===== src/rtl/btb_pkg.sv =====
// btb_pkg: shared types and constants for the fetch-side branch target buffer.
//   BTB_ENTRIES_DEF : default table depth
//   BTB_TAG_MAX_W   : widest possible tag (PC[31:2] with a 0-bit index)
//   btb_entry_t     : one table entry {valid, tag, target, ctr}
//   CTR_WNT/CTR_WT  : weakly-not-taken / weakly-taken counter values
package btb_pkg;

  localparam int BTB_ENTRIES_DEF = 16;
  localparam int BTB_TAG_MAX_W   = 30;

  localparam logic [1:0] CTR_SNT = 2'd0;
  localparam logic [1:0] CTR_WNT = 2'd1;
  localparam logic [1:0] CTR_WT  = 2'd2;
  localparam logic [1:0] CTR_ST  = 2'd3;

  // Tag is stored zero-extended to the maximum width so the struct does not
  // depend on the table depth chosen by the instantiating module.
  typedef struct packed {
    logic                     valid;
    logic [BTB_TAG_MAX_W-1:0] tag;
    logic [31:0]              target;
    logic [1:0]               ctr;
  } btb_entry_t;

endpackage


===== src/rtl/branch_target_buffer_sat_counter2.sv =====
// sat_counter2: combinational next value of a 2-bit saturating direction
// counter.
//   ctr_i   : current counter value
//   taken_i : resolved direction (1 = taken)
//   ctr_o   : next counter value, saturating at 0 and 3
module sat_counter2
  import btb_pkg::*;
(
  input  logic [1:0] ctr_i,
  input  logic       taken_i,
  output logic [1:0] ctr_o
);

  // Step toward the resolved direction, holding at the end stops.
  always_comb begin
    ctr_o = ctr_i;
    case ({taken_i, ctr_i})
      {1'b1, CTR_SNT}: ctr_o = CTR_WNT;
      {1'b1, CTR_WNT}: ctr_o = CTR_WT;
      {1'b1, CTR_WT }: ctr_o = CTR_ST;
      {1'b1, CTR_ST }: ctr_o = CTR_ST;
      {1'b0, CTR_SNT}: ctr_o = CTR_SNT;
      {1'b0, CTR_WNT}: ctr_o = CTR_SNT;
      {1'b0, CTR_WT }: ctr_o = CTR_WNT;
      {1'b0, CTR_ST }: ctr_o = CTR_WT;
      default:         ctr_o = ctr_i;
    endcase
  end

endmodule


===== src/rtl/branch_target_buffer.sv =====
// branch_target_buffer: direct-mapped BTB with 2-bit direction counters.
//   clk_i, rst_ni          : clock, synchronous active-low reset
//   if_pc_i                : fetch PC, looked up combinationally
//   br_sel_BTB_o, pc_BTB_o : predicted-taken flag and predicted next PC
//   ex_*                   : branch/jump resolution from EX, trains the table
//   flush_i                : invalidate every entry (fence.i)
//   br_count_o             : resolved control-flow instruction count
//   mispred_count_o        : misprediction count
module branch_target_buffer
  import btb_pkg::*;
#(
  parameter int ENTRIES = BTB_ENTRIES_DEF,
  parameter int IDX_W   = $clog2(ENTRIES),
  parameter int TAG_W   = 30 - IDX_W
) (
  input  logic        clk_i,
  input  logic        rst_ni,
  input  logic [31:0] if_pc_i,
  output logic        br_sel_BTB_o,
  output logic [31:0] pc_BTB_o,
  input  logic        ex_update_i,
  input  logic [31:0] ex_pc_i,
  input  logic        ex_taken_i,
  input  logic [31:0] ex_target_i,
  input  logic        ex_pred_taken_i,
  input  logic [31:0] ex_pred_target_i,
  input  logic        flush_i,
  output logic [31:0] br_count_o,
  output logic [31:0] mispred_count_o
);

  btb_entry_t r_table [ENTRIES];
  logic [31:0] r_br_count;
  logic [31:0] r_mispred_count;

  logic [IDX_W-1:0]         w_lk_idx;
  logic [BTB_TAG_MAX_W-1:0] w_lk_tag;
  btb_entry_t               w_lk_entry;
  logic                     w_lk_hit;

  logic [IDX_W-1:0]         w_up_idx;
  logic [BTB_TAG_MAX_W-1:0] w_up_tag;
  btb_entry_t               w_up_entry;
  logic                     w_up_hit;
  logic [1:0]               w_ctr_next;
  logic                     w_mispred;
  logic [1:0]               w_unused_pc_lsb;

  // The two low PC bits never select an entry (word-aligned fetch).
  assign w_unused_pc_lsb = ex_pc_i[1:0];

  assign w_lk_idx   = if_pc_i[IDX_W+1:2];
  assign w_lk_tag   = {{IDX_W{1'b0}}, if_pc_i[31:IDX_W+2]};
  assign w_lk_entry = r_table[w_lk_idx];

  assign w_up_idx   = ex_pc_i[IDX_W+1:2];
  assign w_up_tag   = {{IDX_W{1'b0}}, ex_pc_i[31:IDX_W+2]};
  assign w_up_entry = r_table[w_up_idx];

  sat_counter2 u_sat_counter2 (
    .ctr_i   (w_up_entry.ctr),
    .taken_i (ex_taken_i),
    .ctr_o   (w_ctr_next)
  );

  // Lookup: reads the registered table only, so same-cycle updates are not bypassed.
  always_comb begin
    w_lk_hit     = w_lk_entry.valid && (w_lk_entry.tag == w_lk_tag);
    br_sel_BTB_o = w_lk_hit && w_lk_entry.ctr[1];
    if (br_sel_BTB_o) begin
      pc_BTB_o = w_lk_entry.target;
    end else begin
      pc_BTB_o = if_pc_i + 32'd4;
    end
  end

  // Update-side hit and misprediction detection.
  always_comb begin
    w_up_hit  = w_up_entry.valid && (w_up_entry.tag == w_up_tag);
    w_mispred = (ex_taken_i != ex_pred_taken_i) ||
                (ex_taken_i && ex_pred_taken_i && (ex_target_i != ex_pred_target_i));
  end

  // Table training, flush and statistics.
  always_ff @(posedge clk_i) begin
    if (!rst_ni) begin
      for (int i = 0; i < ENTRIES; i++) begin
        r_table[i] <= '0;
      end
      r_br_count      <= 32'd0;
      r_mispred_count <= 32'd0;
    end else begin
      if (ex_update_i) begin
        r_br_count <= r_br_count + 32'd1;
        if (w_mispred) begin
          r_mispred_count <= r_mispred_count + 32'd1;
        end
        if (w_up_hit) begin
          r_table[w_up_idx].ctr <= w_ctr_next;
          if (ex_taken_i) begin
            r_table[w_up_idx].target <= ex_target_i;
          end
        end else if (ex_taken_i) begin
          r_table[w_up_idx].valid  <= 1'b1;
          r_table[w_up_idx].tag    <= w_up_tag;
          r_table[w_up_idx].target <= ex_target_i;
          r_table[w_up_idx].ctr    <= CTR_WT;
        end
      end
      // Placed after the update so a same-cycle allocation is also invalidated.
      if (flush_i) begin
        for (int i = 0; i < ENTRIES; i++) begin
          r_table[i].valid <= 1'b0;
        end
      end
    end
  end

  assign br_count_o      = r_br_count;
  assign mispred_count_o = r_mispred_count;

endmodule


===== config.mk =====
export PLATFORM = sky130hd
export DESIGN_NAME = branch_target_buffer
export DESIGN_NICKNAME = d
export VERILOG_FILES = /design/src/rtl/btb_pkg.sv /design/src/rtl/branch_target_buffer_sat_counter2.sv /design/src/rtl/branch_target_buffer.sv
export SDC_FILE = /design/constraint.sdc
export NUM_CORES = 2
export LEC_CHECK = 0
export BUFFER_PORTS_ARGS = -buffer_cell sky130_fd_sc_hd__buf_2
export CORE_ASPECT_RATIO = 0.6
export CORE_MARGIN = 2
export CORE_UTILIZATION = 53
export CTS_BUF_LIST = sky130_fd_sc_hd__clkbuf_16
export CTS_CLUSTER_DIAMETER = 200
export DETAILED_ROUTE_END_ITERATION = 12
export PLACE_DENSITY = 0.78
export SLEW_MARGIN = 20
export SYNTH_ARGS = -nofsm -noshare
export SYNTH_HDL_FRONTEND = slang
export SYNTH_SLANG_ARGS = --single-unit

===== constraint.sdc =====
create_clock -name clk_i -period 6.6 [get_ports clk_i]
set_clock_uncertainty 0.2 [all_clocks]
set_input_delay 1.32 -clock clk_i [delete_from_list [all_inputs] [get_ports clk_i]]
set_output_delay 1.32 -clock clk_i [all_outputs]
set_load 0.005 [all_outputs]

==> metrics.md <==
| Metric | Value |
|---|---|
| PD cells | `255.1 mW/mm²` |
| Share of layout cells above drive strength 1 | `0.2619` |
| Largest cells by area after synthesis | `edfxtp_1 55%, mux4_2 16%, and2_1 8.9%, dfxtp_1 3.0%, nor3_1 2.0%` |
| Slew Limit Fails | `0` |
| Slew headroom | `0.1894` |
| I/O pin count | `231` |
| Worst path top cell family by delay | `buffers and inverters` |
| Cell taking the most area after synthesis | `edfxtp_1` |
| TNS Setup | `0 ns` |
| Port buffer count | `228` |
| Die area | `0.1018 mm²` |
| # setup viols final | `0` |
| CTS Root Buffer Type | `clkbuf_16` |
| Dpl ws | `0.1050 ns` |
| First-pass GRT wire length | `241600 µm` |
| Die width | `410.5 µm` |
| CP max stage cell | `a21oi_1` |
| Worst ir drop on vdd | `0.2494 mV` |
| Vias in the first global route | `34020` |
| CTS Buf Count | `94` |
| Initial DRC Count | `6410` |
| Fillers | `7190` |
| Clock sink count | `1040` |
| Worst-margin pin slew | `1.215 ns` |
| Critical path cell sequence | `buf_8 > mux4_2 > mux2i_1 > a21oi_1 > xor2_1 > nor4_2 > buf_4 > nand3_1 > or4b_4 > buf_4 > mux2_4 > buf_2` |
| Initial antenna violation count | `13` |
| Mapped Area | `0.05255 mm²` |
| Crit share post-route | `0.9901` |
| Synth Register Bits | `1040` |
| HP Class | `reg2reg` |
| Crit Path Class | `in2out` |
| Synth warn | `0` |
| Layout Nets | `3997` |
| CP required | `5.08 ns` |
| Critical Path End Type | `output port` |
| CP bufs+invs | `4` |
| Syn nets | `3821` |
| TritonRoute pass-1 iters | `6` |
| Cell mode on critical path | `buf_4` |
| Site Rows | `89` |
| CTS clk-pin slew, worst paths | `0.07 ns` |
| GPL Wtd Cong | `1.034` |
| Die height | `247.9 µm` |
| Via count | `35550` |
| H-tree depth | `3` |
| Fmax | `153.0 MHz` |
| Post-DRT Antenna Nets | `0` |
| Gr usage total | `0.3332` |
| Register area share after synthesis | `0.5791` |
| DRT Wirelength | `169900 µm` |
| Post-synth EDFFs | `960` |
| Max Root-Sink Buffers | `3` |
| Top cell type's share of synthesized area | `0.5486` |
| Vias per inst | `6.759` |
| Cells after Synth | `3683` |
| Pin count of the biggest net entering global routing | `72` |
| Async set-reset flop share out of synthesis | `0` |
| CP Max Fanout | `71` |
| Leakage | `20.84 nW` |
| Drc violations | `0` |
| Starting density of the core | `0.5344` |
| Area growth syn-to-layout | `12.25%` |
| RSZ-0062 raised after global routing | `false` |
| Syn_area_per_cell | `14.27 µm²` |
| Hold buffers post-CTS | `0` |
| CTS tree | `done` |
| Main flop type after synthesis | `edfxtp_1` |
| Post-synthesis cell type count | `72` |
| Total power draw | `15.05 mW` |
| Grt ovf | `0` |
| Setup WS post-layout | `0.06544 ns` |
| Final HPWL DP | `110100 µm` |
| Max-cap violations | `0` |
| Core Area | `0.09833 mm²` |
| Final hold vios | `0` |
| Worst-skew pair later-pin latency | `0.72 ns` |
| Worst path max stage delay | `0.63 ns` |
| Critical path data arrival time | `5.01 ns` |
| Wirelength per Cell | `32.29 µm` |
| Startpoint types | `primary input` |
| Final Critical Period | `6.535 ns` |
| Outcome | `finished, final reports clean` |
[area by class of cell]
| class | count | area (µm²) | share of cell area |
|---|---|---|---|
| repair buffers | 404 | 2779 | 0.04711 |
| clock buffers | 95 | 2377 | 0.04030 |
| inverters | 22 | 85.08 | 0.001442 |
| well taps | 1319 | 1650 | 0.02798 |
| clock inverters | 79 | 783.3 | 0.01328 |
| diodes | 4 | 10.01 | 0.0001697 |
| multi-input cells | 2297 | 20870 | 0.3538 |
| flip-flops and latches | 1040 | 30430 | 0.5159 |
[layer usage]
layer,share of wire,global-route usage,vias up
li1,-,-,14220
met1,0.37,0.4829,17630
met2,0.41,0.4521,3339
met3,0.19,0.1444,360
met4,0.032,0.1029,6
met5,0.00022,0,-
[cell families (layout without fill, tap and decap cells)]
logic type	Yosys count	in the layout	synth area share
muxes	508	508	0.1874
DFF	1040	1040	0.5791
adders and majority gates	5	5	0.001143
and+or+nand+nor	1425	1425	0.1512
buffers and inverters	346	600	0.02988
AOI/OAI and AO/OA	203	203	0.02526
xor gates and xnor gates	156	156	0.02600
other	0	4	0
[metrics by stage]
stage,instances,instance area [µm²],util,hold WS [ns]
2_1_floorplan,3683,52550,-,0.2743
3_3_place_gp,5082,55780,0.5673,0.2657
3_5_place_dp,5082,55790,0.5674,0.2890
4_1_cts,5256,58950,0.5995,0.3004
5_1_grt,5258,58980,0.5998,0.3326
6_report,5260,58980,0.5999,0.2951
[worst min-delay path: stages (launching register included)]
cell and delay [ns]:
dfxtp_1 0.31, o21ai_0 0.08, a21oi_1 0.06
[flip-flops by register name (all words and copies together) (netlist names)]
register / count
r_table: 976
br_count_o: 32
mispred_count_o: 32
[repair_timing]
item | in CTS | in global routing
setup endpoints to repair | 0 | 31
resized for setup | 0 | 2
setup buffers | 0 | 0
hold endpoints to repair | 0 | 0
[Yosys cell counts (3+ instances only)]
master / instances
a22oi_1: 20
nor2b_1: 33
o2111ai_1: 4
dfxtp_1: 80
buf_6: 16
o21ai_0: 53
ha_1: 4
nand4_1: 28
xnor2_1: 91
mux4_2: 367
or3_1: 14
nor4_1: 5
a21oi_1: 30
edfxtp_1: 960
clkbuf_1: 211
and3_1: 20
a2bb2oi_1: 3
or2_2: 4
nor2_1: 132
and2_1: 745
mux2_4: 29
buf_1: 14
o31ai_1: 20
a221oi_1: 6
and4_1: 7
mux2i_1: 93
clkinv_1: 6
nand3_1: 57
nand2_1: 142
a31oi_1: 6
mux2_2: 19
nor3_1: 215
nand2b_1: 10
o21ai_1: 9
a211oi_1: 12
o211ai_1: 3
o22ai_1: 14
inv_1: 14
buf_2: 64
buf_4: 19
xor2_1: 65
[layout by cell type, fill, tap and decap left out, drive strengths merged, types with 28 or more instances in the layout]
cell type | synthesis | layout
nor3 | 215 | 215
clkinv | 6 | 41
xor2 | 65 | 65
a21oi | 30 | 30
o21ai | 62 | 62
dfxtp | 80 | 80
nor2b | 33 | 33
mux4 | 367 | 367
buf | 113 | 404
mux2 | 48 | 48
edfxtp | 960 | 960
clkbuf | 211 | 95
and2 | 745 | 745
inv | 16 | 42
nand4 | 28 | 28
nand3 | 57 | 57
nor2 | 133 | 133
xnor2 | 91 | 91
nand2 | 142 | 142
mux2i | 93 | 93
[final timing paths]
kind,start,end,slack [ns],depth (start not counted)
worst max-delay path,if_pc_i[3],pc_BTB_o[30],0.07,12
worst min-delay path,br_count_o[31]$_SDFFE_PN0P_,br_count_o[31]$_SDFFE_PN0P_,0.30,2
worst max register to register,r_table[15][40]$_SDFFCE_PN0P_,r_table[3][54]$_DFFE_PP_,1.99,11
worst min register to register,br_count_o[31]$_SDFFE_PN0P_,br_count_o[31]$_SDFFE_PN0P_,0.30,2
[where the power goes]
group / total (mW) / switching (mW) / internal [mW] / leakage [nW]
Combinational: 1.63 / 0.965 / 0.663 / 9.42
Clock: 5.76 / 2.58 / 3.18 / 1.62
Sequential: 7.66 / 0.147 / 7.51 / 9.80
Note: power is estimated with default switching activity, not from simulation.
